[src/rtl/exu_cal_mc_pkg.sv]
// Shared opcode bit indices, state encoding and opcode sanity helper for the
// multi-cycle execute calculation unit.
package exu_cal_mc_pkg;

  localparam int CIRNO_CALMC_OP_NUM = 10;

  localparam int CIRNO_CALMC_ADD  = 0;
  localparam int CIRNO_CALMC_SUB  = 1;
  localparam int CIRNO_CALMC_SLL  = 2;
  localparam int CIRNO_CALMC_SRL  = 3;
  localparam int CIRNO_CALMC_SRA  = 4;
  localparam int CIRNO_CALMC_XOR  = 5;
  localparam int CIRNO_CALMC_OR   = 6;
  localparam int CIRNO_CALMC_AND  = 7;
  localparam int CIRNO_CALMC_SLT  = 8;
  localparam int CIRNO_CALMC_SLTU = 9;

  typedef enum logic [1:0] {
    CIRNO_CALMC_S_IDLE  = 2'd0,
    CIRNO_CALMC_S_SHIFT = 2'd1,
    CIRNO_CALMC_S_DONE  = 2'd2
  } cal_state_e;

  function automatic logic is_onehot(input logic [CIRNO_CALMC_OP_NUM-1:0] op);
    return (op != '0) &&
           ((op & (op - {{(CIRNO_CALMC_OP_NUM-1){1'b0}}, 1'b1})) == '0);
  endfunction

endpackage

[src/rtl/exu_cal_mc_shstep.sv]
// Combinational single-step shifter: moves the working value by i_amt bits,
// left, logical right, or arithmetic right.
module exu_cal_mc_shstep #(
  parameter int XLEN  = 32,
  parameter int AMT_W = 6
) (
  input  logic [XLEN-1:0]  i_val,
  input  logic [AMT_W-1:0] i_amt,
  input  logic             i_left,
  input  logic             i_arith,
  output logic [XLEN-1:0]  o_val
);

  always_comb begin
    if (i_left)       o_val = i_val << i_amt;
    else if (i_arith) o_val = $unsigned($signed(i_val) >>> i_amt);
    else              o_val = i_val >> i_amt;
  end

endmodule

[src/rtl/exu_cal_mc.sv]
// Multi-cycle integer calculation unit: single-cycle ALU ops, iterative
// shifter limited to SH_STEP bits per cycle, registered result to writeback.
module exu_cal_mc
  import exu_cal_mc_pkg::*;
#(
  parameter int XLEN    = 32,
  parameter int SH_STEP = 4,
  parameter int SHAMT_W = $clog2(XLEN)
) (
  input  logic                          clk,
  input  logic                          rst,
  input  logic                          i_flush,
  input  logic                          hs_ex4cal_val,
  output logic                          hs_cal4ex_rdy,
  input  logic [CIRNO_CALMC_OP_NUM-1:0] i_op,
  input  logic [XLEN-1:0]               i_opn1,
  input  logic [XLEN-1:0]               i_opn2,
  output logic                          hs_cal4wb_val,
  input  logic                          hs_wb4cal_rdy,
  output logic [XLEN-1:0]               o_res,
  output logic                          o_err
);

  // One extra bit so SH_STEP == XLEN still fits in the step amount.
  localparam int AMT_W = SHAMT_W + 1;
  localparam logic [AMT_W-1:0] STEP_MAX = AMT_W'(SH_STEP);

  cal_state_e          state_q, state_d;
  logic [XLEN-1:0]     res_q, res_d;
  logic                err_q, err_d;
  logic [XLEN-1:0]     work_q, work_d;
  logic [SHAMT_W-1:0]  rem_q, rem_d;
  logic                left_q, left_d;
  logic                arith_q, arith_d;

  logic                accept;
  logic                is_shift;
  logic [SHAMT_W-1:0]  shamt;
  logic [AMT_W-1:0]    step;
  logic [SHAMT_W-1:0]  rem_nxt;
  logic [XLEN-1:0]     step_out;
  logic [XLEN-1:0]     alu_res;
  logic [XLEN:0]       diff;

  assign hs_cal4ex_rdy = !rst && !i_flush &&
                         ((state_q == CIRNO_CALMC_S_IDLE) ||
                          ((state_q == CIRNO_CALMC_S_DONE) && hs_wb4cal_rdy));
  assign accept        = hs_ex4cal_val && hs_cal4ex_rdy;
  assign hs_cal4wb_val = (state_q == CIRNO_CALMC_S_DONE);
  assign o_res         = res_q;
  assign o_err         = err_q;

  assign is_shift = i_op[CIRNO_CALMC_SLL] | i_op[CIRNO_CALMC_SRL] | i_op[CIRNO_CALMC_SRA];
  assign shamt    = i_opn2[SHAMT_W-1:0];
  assign step     = ({1'b0, rem_q} < STEP_MAX) ? {1'b0, rem_q} : STEP_MAX;
  assign rem_nxt  = rem_q - step[SHAMT_W-1:0];

  exu_cal_mc_shstep #(.XLEN(XLEN), .AMT_W(AMT_W)) u_shstep (
    .i_val   (work_q),
    .i_amt   (step),
    .i_left  (left_q),
    .i_arith (arith_q),
    .o_val   (step_out)
  );

  // SUB, SLT and SLTU share one XLEN+1 subtract; its top bit is the unsigned borrow.
  always_comb begin
    diff    = {1'b0, i_opn1} - {1'b0, i_opn2};
    alu_res = '0;
    if (i_op[CIRNO_CALMC_ADD])  alu_res = i_opn1 + i_opn2;
    if (i_op[CIRNO_CALMC_SUB])  alu_res = diff[XLEN-1:0];
    if (i_op[CIRNO_CALMC_XOR])  alu_res = i_opn1 ^ i_opn2;
    if (i_op[CIRNO_CALMC_OR])   alu_res = i_opn1 | i_opn2;
    if (i_op[CIRNO_CALMC_AND])  alu_res = i_opn1 & i_opn2;
    if (i_op[CIRNO_CALMC_SLT])  alu_res = {{(XLEN-1){1'b0}}, ($signed(i_opn1) < $signed(i_opn2))};
    if (i_op[CIRNO_CALMC_SLTU]) alu_res = {{(XLEN-1){1'b0}}, diff[XLEN]};
  end

  always_comb begin
    state_d = state_q;
    res_d   = res_q;
    err_d   = err_q;
    work_d  = work_q;
    rem_d   = rem_q;
    left_d  = left_q;
    arith_d = arith_q;

    case (state_q)
      CIRNO_CALMC_S_SHIFT: begin
        work_d = step_out;
        rem_d  = rem_nxt;
        if (rem_nxt == '0) begin
          state_d = CIRNO_CALMC_S_DONE;
          res_d   = step_out;
          err_d   = 1'b0;
        end
      end
      CIRNO_CALMC_S_DONE: if (hs_wb4cal_rdy) state_d = CIRNO_CALMC_S_IDLE;
      default: ;
    endcase

    // Accept covers both IDLE and the DONE->DONE back-to-back reload.
    if (accept) begin
      left_d  = i_op[CIRNO_CALMC_SLL];
      arith_d = i_op[CIRNO_CALMC_SRA];
      err_d   = 1'b0;
      if (!is_onehot(i_op)) begin
        state_d = CIRNO_CALMC_S_DONE;
        res_d   = '0;
        err_d   = 1'b1;
      end else if (is_shift) begin
        work_d = i_opn1;
        rem_d  = shamt;
        if (shamt == '0) begin
          state_d = CIRNO_CALMC_S_DONE;
          res_d   = i_opn1;
        end else begin
          state_d = CIRNO_CALMC_S_SHIFT;
        end
      end else begin
        state_d = CIRNO_CALMC_S_DONE;
        res_d   = alu_res;
      end
    end

    if (i_flush) begin
      state_d = CIRNO_CALMC_S_IDLE;
      res_d   = '0;
      err_d   = 1'b0;
      work_d  = '0;
      rem_d   = '0;
    end
  end

  always_ff @(posedge clk) begin
    if (rst) begin
      state_q <= CIRNO_CALMC_S_IDLE;
      res_q   <= '0;
      err_q   <= 1'b0;
      work_q  <= '0;
      rem_q   <= '0;
      left_q  <= 1'b0;
      arith_q <= 1'b0;
    end else begin
      state_q <= state_d;
      res_q   <= res_d;
      err_q   <= err_d;
      work_q  <= work_d;
      rem_q   <= rem_d;
      left_q  <= left_d;
      arith_q <= arith_d;
    end
  end

endmodule
[config.mk]
export PLATFORM = sky130hd
export DESIGN_NAME = exu_cal_mc
export DESIGN_NICKNAME = d
export VERILOG_FILES = /design/src/rtl/exu_cal_mc_pkg.sv /design/src/rtl/exu_cal_mc_shstep.sv /design/src/rtl/exu_cal_mc.sv
export SDC_FILE = /design/constraint.sdc
export NUM_CORES = 1
export LEC_CHECK = 0
export BUFFER_PORTS_ARGS = -buffer_cell sky130_fd_sc_hd__buf_2
export CORE_MARGIN = 1
export CORE_UTILIZATION = 60
export DETAILED_ROUTE_END_ITERATION = 12
export GPL_ROUTABILITY_DRIVEN = 0
export HOLD_SLACK_MARGIN = 0.06
export PLACE_DENSITY_LB_ADDON = 0.3
export SETUP_SLACK_MARGIN = 0.3
export SLEW_MARGIN = 20
export SYNTH_ARGS = -nofsm -noshare
export SYNTH_HDL_FRONTEND = slang
export SYNTH_SLANG_ARGS = --single-unit
[constraint.sdc]
create_clock -name clk -period 5.45 [get_ports clk]
set_input_delay 0.8175 -clock clk [delete_from_list [all_inputs] [get_ports clk]]
set_output_delay 0.8175 -clock clk [all_outputs]
set_load 0.005 [all_outputs]
==> metrics.txt, run 1 <==
# TYPE chip_impl_metric gauge
chip_impl_metric{name="initial_antenna_violation_count",unit=""} 0
chip_impl_metric{name="pre_cts_ws",unit="ns"} 1.24
chip_impl_info{name="hold_class",value="register to register"} 1
chip_impl_metric{name="clk_transition_reported_paths",unit="ns"} 0.06
chip_impl_metric{name="cts.repair.resized",unit=""} 0
chip_impl_metric{name="synth-seq-area-share",unit="%"} 13.0
chip_impl_metric{name="fin_total_pwr",unit="mW"} 1.80
chip_impl_metric{name="synth_edf_count",unit=""} 0
chip_impl_metric{name="floorplan.core_area",unit="µm²"} 18600
chip_impl_metric{name="htree_levels",unit=""} 3
chip_impl_metric{name="timing.reg2reg.worst_path_depth",unit=""} 11
chip_impl_metric{name="synth_cell_types",unit=""} 86
chip_impl_info{name="startpoint_of_the_worst_setup_timing_path",value="i_opn2[0]"} 1
chip_impl_metric{name="netSwitchingFraction",unit="%"} 37.9
chip_impl_metric{name="num_rows",unit=""} 50
chip_impl_metric{name="area_delta_synth_final",unit="%"} 7.13
chip_impl_metric{name="cts-hold-fix-buffers",unit=""} 0
chip_impl_metric{name="postCtsSetupRepairBufs",unit=""} 0
chip_impl_metric{name="synth_cells",unit=""} 1655
chip_impl_info{name="ys_dominant_reg_cell",value="sky130_fd_sc_hd__dfxtp_1"} 1
chip_impl_info{name="routed.top_layer",value="met4"} 1
chip_impl_metric{name="finalCriticalPeriod",unit="ns"} 4.02
chip_impl_info{name="layout.cells.most_common",value="sky130_fd_sc_hd__nor2_1"} 1
chip_impl_info{name="timing.critical_path.from_type",value="primary input"} 1
chip_impl_metric{name="setup_viol",unit=""} 0
chip_impl_metric{name="via_count_of_the_first_global_routing_pass",unit=""} 11872
chip_impl_metric{name="bufs_on_longest_clock_path",unit=""} 2
chip_impl_metric{name="die_width",unit="µm"} 140
chip_impl_metric{name="wl_per_cell",unit="µm"} 21.6
chip_impl_metric{name="share_clk_of_total_power",unit="%"} 34.2
chip_impl_metric{name="total_switching_power",unit="µW"} 683
chip_impl_metric{name="wire_length_of_the_first_global_routing_pass",unit="µm"} 63400
chip_impl_metric{name="detail-route-antenna-nets",unit=""} 0
chip_impl_metric{name="drt_pre_antenna_iters",unit=""} 8
chip_impl_metric{name="route.detailed.vias_per_inst",unit=""} 7.06
chip_impl_info{name="slowest_stage",value="sky130_fd_sc_hd__a2111oi_0"} 1
chip_impl_metric{name="met3_wirelength",unit="µm"} 6180
chip_impl_metric{name="clock-skew-final",unit="ns"} 0.0113
chip_impl_metric{name="wirelength_met1",unit="µm"} 15600
chip_impl_metric{name="remaining_drc_errors",unit=""} 0
chip_impl_metric{name="pin_count",unit=""} 114
chip_impl_metric{name="dpl.cell_count",unit=""} 1881
chip_impl_metric{name="static-leakage-power",unit="nW"} 4.95
chip_impl_metric{name="cp.arrival",unit="ns"} 4.22
chip_impl_metric{name="clock_sinks",unit=""} 74
chip_impl_metric{name="final.setup.worst_slack",unit="ns"} 1.43
chip_impl_metric{name="crit_path_max_fo",unit=""} 5
chip_impl_metric{name="power_frac_seq",unit="%"} 30.3
chip_impl_metric{name="post_route_cells_drive_above_1_share",unit="%"} 13.8
chip_impl_metric{name="max_freq",unit="MHz"} 249
chip_impl_metric{name="power.share.combinational",unit="%"} 35.5
chip_impl_metric{name="port_buffers",unit=""} 113
chip_impl_info{name="status",value="finished, final reports clean"} 1
chip_impl_metric{name="drtIter0Drc",unit=""} 2191
chip_impl_metric{name="async_flop_share",unit="%"} 0
chip_impl_metric{name="synth.ff_latch_count",unit=""} 74
chip_impl_info{name="regToRegStartpoint",value="rem_q[4]$_SDFF_PP0_"} 1
chip_impl_metric{name="timing.setup.tns",unit="ns"} 0
chip_impl_metric{name="post-route-period-util",unit="%"} 73.8
chip_impl_metric{name="final-hold-violation-count",unit=""} 0
chip_impl_metric{name="p_int",unit="mW"} 1.12
chip_impl_metric{name="detail_route_met2_wl",unit="µm"} 17100
chip_impl_metric{name="maxSlewHeadroom",unit="%"} 25.6
chip_impl_metric{name="grt_start_max_net_pins",unit=""} 67
chip_impl_metric{name="grt_overflow",unit=""} 0
chip_impl_metric{name="synth.net_count",unit=""} 1833
chip_impl_metric{name="post_synthesis_cell_area",unit="µm²"} 11400
chip_impl_metric{name="place.detailed.hpwl",unit="µm"} 30400
chip_impl_metric{name="floorplan.initialDensity",unit="%"} 61.2
chip_impl_metric{name="delay_contributed_by_the_slowest_stage_of_the_critical_path",unit="ns"} 0.62
chip_impl_metric{name="vias",unit=""} 13396
chip_impl_metric{name="number_of_cells_in_the_finished_layout_apart_from_fillers",unit=""} 1897
chip_impl_metric{name="synth-warning-count",unit=""} 0
chip_impl_metric{name="total_routing_resource_utilization_after_global_routing",unit="%"} 40.8
chip_impl_info{name="cts_tree",value="built"} 1
chip_impl_metric{name="antenna-diode-count",unit=""} 0
chip_impl_info{name="worstSetupPathType",value="primary input to register"} 1
chip_impl_info{name="hold_path_startpoint",value="o_err$_SDFFE_PP0P_"} 1
chip_impl_info{name="unrepaired_setup_endpoints_after_global_routing",value="false"} 1
chip_impl_metric{name="final.fill_count",unit=""} 1666
chip_impl_metric{name="max_cap_violations",unit=""} 0
chip_impl_metric{name="fin_nets",unit=""} 1836
chip_impl_metric{name="whs_path_depth",unit=""} 2
chip_impl_metric{name="routed_wirelength",unit="µm"} 40900
chip_impl_metric{name="die-height",unit="µm"} 140
chip_impl_info{name="mostFrequentLayoutCells",value="207 x sky130_fd_sc_hd__nor2_1, 190 x sky130_fd_sc_hd__a21oi_1, 155 x sky130_fd_sc_hd__nand2_1, 113 x sky130_fd_sc_hd__buf_2, 104 x sky130_fd_sc_hd__inv_1"} 1
chip_impl_metric{name="timing_worst_slew_pin_value",unit="ns"} 1.12
chip_impl_info{name="crit_path_cell_trace",value="buf_2 -> ha_1 -> inv_1 -> fa_1 -> nor2b_1 -> o2111ai_1 -> a31oi_1 -> nor2_1 -> o21a_1 -> o31a_1 -> a21o_1 -> a2111oi_0 -> o21ai_0"} 1
chip_impl_metric{name="p_per_area",unit="nW/µm²"} 147
chip_impl_metric{name="clk-insertion-delay-late",unit="ns"} 0.35
chip_impl_metric{name="worst_ep_required_time",unit="ns"} 5.65
chip_impl_metric{name="synth.avg_cell_area",unit="µm²"} 6.90
chip_impl_metric{name="ir_worst_vdd",unit="mV"} 0.113
chip_impl_metric{name="num_cts_buffers",unit=""} 9
chip_impl_metric{name="die_area",unit="µm²"} 19600
chip_impl_info{name="worst_setup_path_end_kind",value="register"} 1
chip_impl_metric{name="max_slew_violation_count",unit=""} 0
chip_impl_info{name="cts.root.buffer_cell",value="sky130_fd_sc_hd__clkbuf_16"} 1
chip_impl_metric{name="hold_slack",unit="ns"} 0.530
-- worst max-delay path: cells and delay by family --
kind	cells	cell delay [ns]
fa+ha+maj	2	0.60
compound gates	7	2.19
buf+inv	2	0.22
simple gates	2	0.38
-- cells in the mapped netlist (all sizes together) (14+ instances only) --
library cell,instances,share of area [%]
a211oi,42,2.8
a21o,15,0.99
dfxtp,74,13
buf,32,1.3
nor2,209,6.9
o21bai,16,1.1
nor3,61,2.7
a21oi,190,8.3
o31ai,21,1.4
nand2,155,5.1
clkbuf,110,3.7
or3,25,1.4
mux4,34,6.7
ha,97,11
inv,104,3.4
mux2i,51,4.5
a221oi,14,1.1
o221ai,14,1.1
nor2b,30,1.6
nand3,19,0.83
a31oi,22,1.2
o21ai,97,4.3
o211ai,15,0.99
-- through the flow --
stage	area [µm²]	util, %
finish	12200	65.6
global route	12200	65.6
CTS	12200	65.6
detailed placement	11900	63.9
global placement	11900	63.9
floorplan	11400	-
-- state kept, by name, indices dropped and copies added (netlist names) --
signal,flops
o_res,32
work_q,32
rem_q,5
state_q,2
arith_q,1
left_q,1
o_err,1
-- power groups by stage --
| stage | combinational (mW) | sequential, mW | clock [mW] |
|---|---|---|---|
| finish | 0.639 | 0.546 | 0.616 |
| global route | 0.680 | 0.547 | 0.631 |
| CTS | 0.607 | 0.547 | 0.611 |
| detailed placement | 0.603 | 0.559 | 0 |
| global placement | 0.592 | 0.559 | 0 |
| floorplan | 0.424 | 0.554 | 0 |
-- path summary, 6_finish.rpt --
kind	slack [ns]	to
max	1.43	o_res[24]$_SDFF_PP0_
min	0.53	o_err$_SDFFE_PP0P_
max reg2reg	1.65	o_res[2]$_SDFF_PP0_
min reg2reg	0.53	o_err$_SDFFE_PP0P_
-- cell type report --
class                      count  area [µm²]  share of cell area (%)
inverter                     105         394                    3.22
multi-input combinational   1334        9010                    73.7
clock buffer                   9         225                    1.84
timing repair buffer         134         736                    6.02
clock inverter                 7        78.8                   0.645
tap                          234         293                    2.39
sequential                    74        1490                    12.2
-- logic make-up after synthesis --
kind of cell    Yosys count  synth area share (%)
compound gates          554                  31.5
xor+xnor                 11                 0.844
fa+ha+maj                99                  11.0
buf+inv                 247                  8.40
flops                    74                  13.0
mux                      96                  12.3
other cells               1                0.0329
simple gates            573                  23.0
-- routing by layer --
layer,up-vias,track usage [%]
li1,6021,-
met1,6057,55.5
met2,1129,60.5
met3,189,9.40
met4,0,20.1
met5,-,0
(Power assumes the default switching activity.)
==> run 2, diff against run 1 <==
==> constraint.sdc (replaced) <==
create_clock -name clk -period 3.75 [get_ports clk]
set_input_delay 0.5625 -clock clk [delete_from_list [all_inputs] [get_ports clk]]
set_output_delay 0.5625 -clock clk [all_outputs]
set_load 0.005 [all_outputs]
==> run 2 against run 1 <==
  * Sequential cell count is the same
  * Register-to-register slack lost 1.1 ns
  * Sequential share of layout area shrank 0.40 points
  * Die area is the same
  * Power grew 49%
  * Critical path type unchanged
==> metrics.txt, run 2 (synthesis results as in run 1) <==
# TYPE chip_impl_metric gauge
chip_impl_metric{name="clk_transition_reported_paths",unit="ns"} 0.06
chip_impl_metric{name="post_route_cells_drive_above_1_share",unit="%"} 16.3
chip_impl_metric{name="initial_antenna_violation_count",unit=""} 0
chip_impl_metric{name="fin_total_pwr",unit="mW"} 2.68
chip_impl_info{name="startpoint_of_the_worst_setup_timing_path",value="i_opn1[8]"} 1
chip_impl_metric{name="detail-route-antenna-nets",unit=""} 0
chip_impl_metric{name="clk-insertion-delay-late",unit="ns"} 0.35
chip_impl_info{name="worstSetupPathType",value="primary input to register"} 1
chip_impl_metric{name="cp.arrival",unit="ns"} 3.65
chip_impl_metric{name="floorplan.core_area",unit="µm²"} 18600
chip_impl_metric{name="clock_sinks",unit=""} 74
chip_impl_metric{name="static-leakage-power",unit="nW"} 5.19
chip_impl_metric{name="timing.setup.tns",unit="ns"} 0
chip_impl_metric{name="die_width",unit="µm"} 140
chip_impl_metric{name="num_rows",unit=""} 50
chip_impl_metric{name="pre_cts_ws",unit="ns"} 0.0136
chip_impl_metric{name="whs_path_depth",unit=""} 2
chip_impl_info{name="unrepaired_setup_endpoints_after_global_routing",value="true"} 1
chip_impl_metric{name="num_cts_buffers",unit=""} 9
chip_impl_info{name="regToRegStartpoint",value="rem_q[4]$_SDFF_PP0_"} 1
chip_impl_metric{name="grt_overflow",unit=""} 0
chip_impl_info{name="cts_tree",value="built"} 1
chip_impl_metric{name="grt_start_max_net_pins",unit=""} 60
chip_impl_metric{name="p_per_area",unit="nW/µm²"} 212
chip_impl_metric{name="port_buffers",unit=""} 113
chip_impl_metric{name="wl_per_cell",unit="µm"} 21.8
chip_impl_metric{name="antenna-diode-count",unit=""} 0
chip_impl_metric{name="timing.reg2reg.worst_path_depth",unit=""} 10
chip_impl_metric{name="pin_count",unit=""} 114
chip_impl_metric{name="bufs_on_longest_clock_path",unit=""} 2
chip_impl_metric{name="max_cap_violations",unit=""} 0
chip_impl_metric{name="timing_worst_slew_pin_value",unit="ns"} 0.872
chip_impl_metric{name="die-height",unit="µm"} 140
chip_impl_metric{name="drt_pre_antenna_iters",unit=""} 7
chip_impl_metric{name="routed_wirelength",unit="µm"} 42300
chip_impl_metric{name="area_delta_synth_final",unit="%"} 10.5
chip_impl_metric{name="fin_nets",unit=""} 1879
chip_impl_metric{name="vias",unit=""} 13667
chip_impl_metric{name="wire_length_of_the_first_global_routing_pass",unit="µm"} 65900
chip_impl_info{name="hold_path_startpoint",value="rst"} 1
chip_impl_metric{name="route.detailed.vias_per_inst",unit=""} 7.04
chip_impl_info{name="worst_setup_path_end_kind",value="register"} 1
chip_impl_metric{name="drtIter0Drc",unit=""} 2087
chip_impl_metric{name="worst_ep_required_time",unit="ns"} 3.95
chip_impl_metric{name="cts-hold-fix-buffers",unit=""} 0
chip_impl_metric{name="setup_viol",unit=""} 0
chip_impl_metric{name="final-hold-violation-count",unit=""} 0
chip_impl_metric{name="max_slew_violation_count",unit=""} 0
chip_impl_metric{name="remaining_drc_errors",unit=""} 0
chip_impl_metric{name="final.setup.worst_slack",unit="ns"} 0.308
chip_impl_metric{name="maxSlewHeadroom",unit="%"} 41.9
chip_impl_metric{name="floorplan.initialDensity",unit="%"} 61.2
chip_impl_info{name="mostFrequentLayoutCells",value="208 x sky130_fd_sc_hd__nor2_1, 190 x sky130_fd_sc_hd__a21oi_1, 155 x sky130_fd_sc_hd__nand2_1, 113 x sky130_fd_sc_hd__buf_2, 104 x sky130_fd_sc_hd__inv_1"} 1
chip_impl_info{name="layout.cells.most_common",value="sky130_fd_sc_hd__nor2_1"} 1
chip_impl_metric{name="post-route-period-util",unit="%"} 91.8
chip_impl_metric{name="finalCriticalPeriod",unit="ns"} 3.44
chip_impl_info{name="status",value="finished, final reports clean"} 1
chip_impl_metric{name="place.detailed.hpwl",unit="µm"} 31900
chip_impl_info{name="cts.root.buffer_cell",value="sky130_fd_sc_hd__clkbuf_16"} 1
chip_impl_metric{name="die_area",unit="µm²"} 19600
chip_impl_info{name="hold_class",value="primary input to register"} 1
chip_impl_metric{name="total_routing_resource_utilization_after_global_routing",unit="%"} 42.4
chip_impl_info{name="timing.critical_path.from_type",value="primary input"} 1
chip_impl_metric{name="clock-skew-final",unit="ns"} 0.00956
chip_impl_metric{name="crit_path_max_fo",unit=""} 9
chip_impl_metric{name="max_freq",unit="MHz"} 291
chip_impl_metric{name="final.fill_count",unit=""} 1623
chip_impl_metric{name="ir_worst_vdd",unit="mV"} 0.162
chip_impl_metric{name="htree_levels",unit=""} 3
chip_impl_metric{name="via_count_of_the_first_global_routing_pass",unit=""} 12245
run 2: report_power, final:
| part | internal, mW | switching, mW |
|---|---|---|
| Sequential | 0.787 | 0.00593 |
| Clock | 0.540 | 0.371 |
| Combinational | 0.347 | 0.627 |
run 2: routing by layer:
metal	part of all wire (%)	track usage [%]	wire, µm
met4	5.7	21.8	2420
met2	41	62.8	17500
met5	0	0	0
met1	38	56.7	16200
met3	15	11.0	6240
run 2: path summary, 6_finish.rpt:
check | end | slack, ns
worst min-delay path | left_q$_SDFFE_PP0P_ | 0.43
worst max register to register | o_res[25]$_SDFF_PP0_ | 0.52
worst max-delay path | o_res[31]$_SDFF_PP0_ | 0.31
worst min register to register | o_err$_SDFFE_PP0P_ | 0.52
run 2: per-stage QoR:
step           cell area, µm²  utilization, %  instances  hold WS, ns
2_1_floorplan           11400               -       1655        0.450
3_3_place_gp            12300            65.7       1923        0.512
3_5_place_dp            12300            65.7       1923        0.510
4_1_cts                 12600            67.4       1939        0.424
5_1_grt                 12600            67.7       1940        0.442
6_report                12600            67.7       1940        0.432
run 2: cell type report:
type	instances	area, µm²	share of cell area (%)
Clock buffer	10	239	1.89
Multi-Input combinational cell	1334	9050	71.7
Timing Repair Buffer	177	1080	8.59
Inverter	105	394	3.12
Tap cell	234	293	2.32
Sequential cell	74	1490	11.8
Clock inverter	6	73.8	0.585
run 2: critical path, cell delays in order:
cell                       delay [ns]
sky130_fd_sc_hd__buf_2           0.16
sky130_fd_sc_hd__inv_1           0.06
sky130_fd_sc_hd__ha_1            0.36
sky130_fd_sc_hd__buf_4           0.18
sky130_fd_sc_hd__nand2_1         0.11
sky130_fd_sc_hd__o211ai_1        0.25
sky130_fd_sc_hd__o211ai_1        0.20
sky130_fd_sc_hd__a211oi_1        0.47
sky130_fd_sc_hd__o21ai_1         0.21
sky130_fd_sc_hd__a311oi_1        0.41
sky130_fd_sc_hd__o21ai_0         0.17
sky130_fd_sc_hd__nor4b_1         0.36
sky130_fd_sc_hd__o22ai_1         0.15
run 2: repair_timing:
action / CTS / global route
endpoints found under the setup margin: 0 / 12
resized for setup: 0 / 12
setup buffers: 0 / 1
endpoints found under the hold margin: 0 / 0
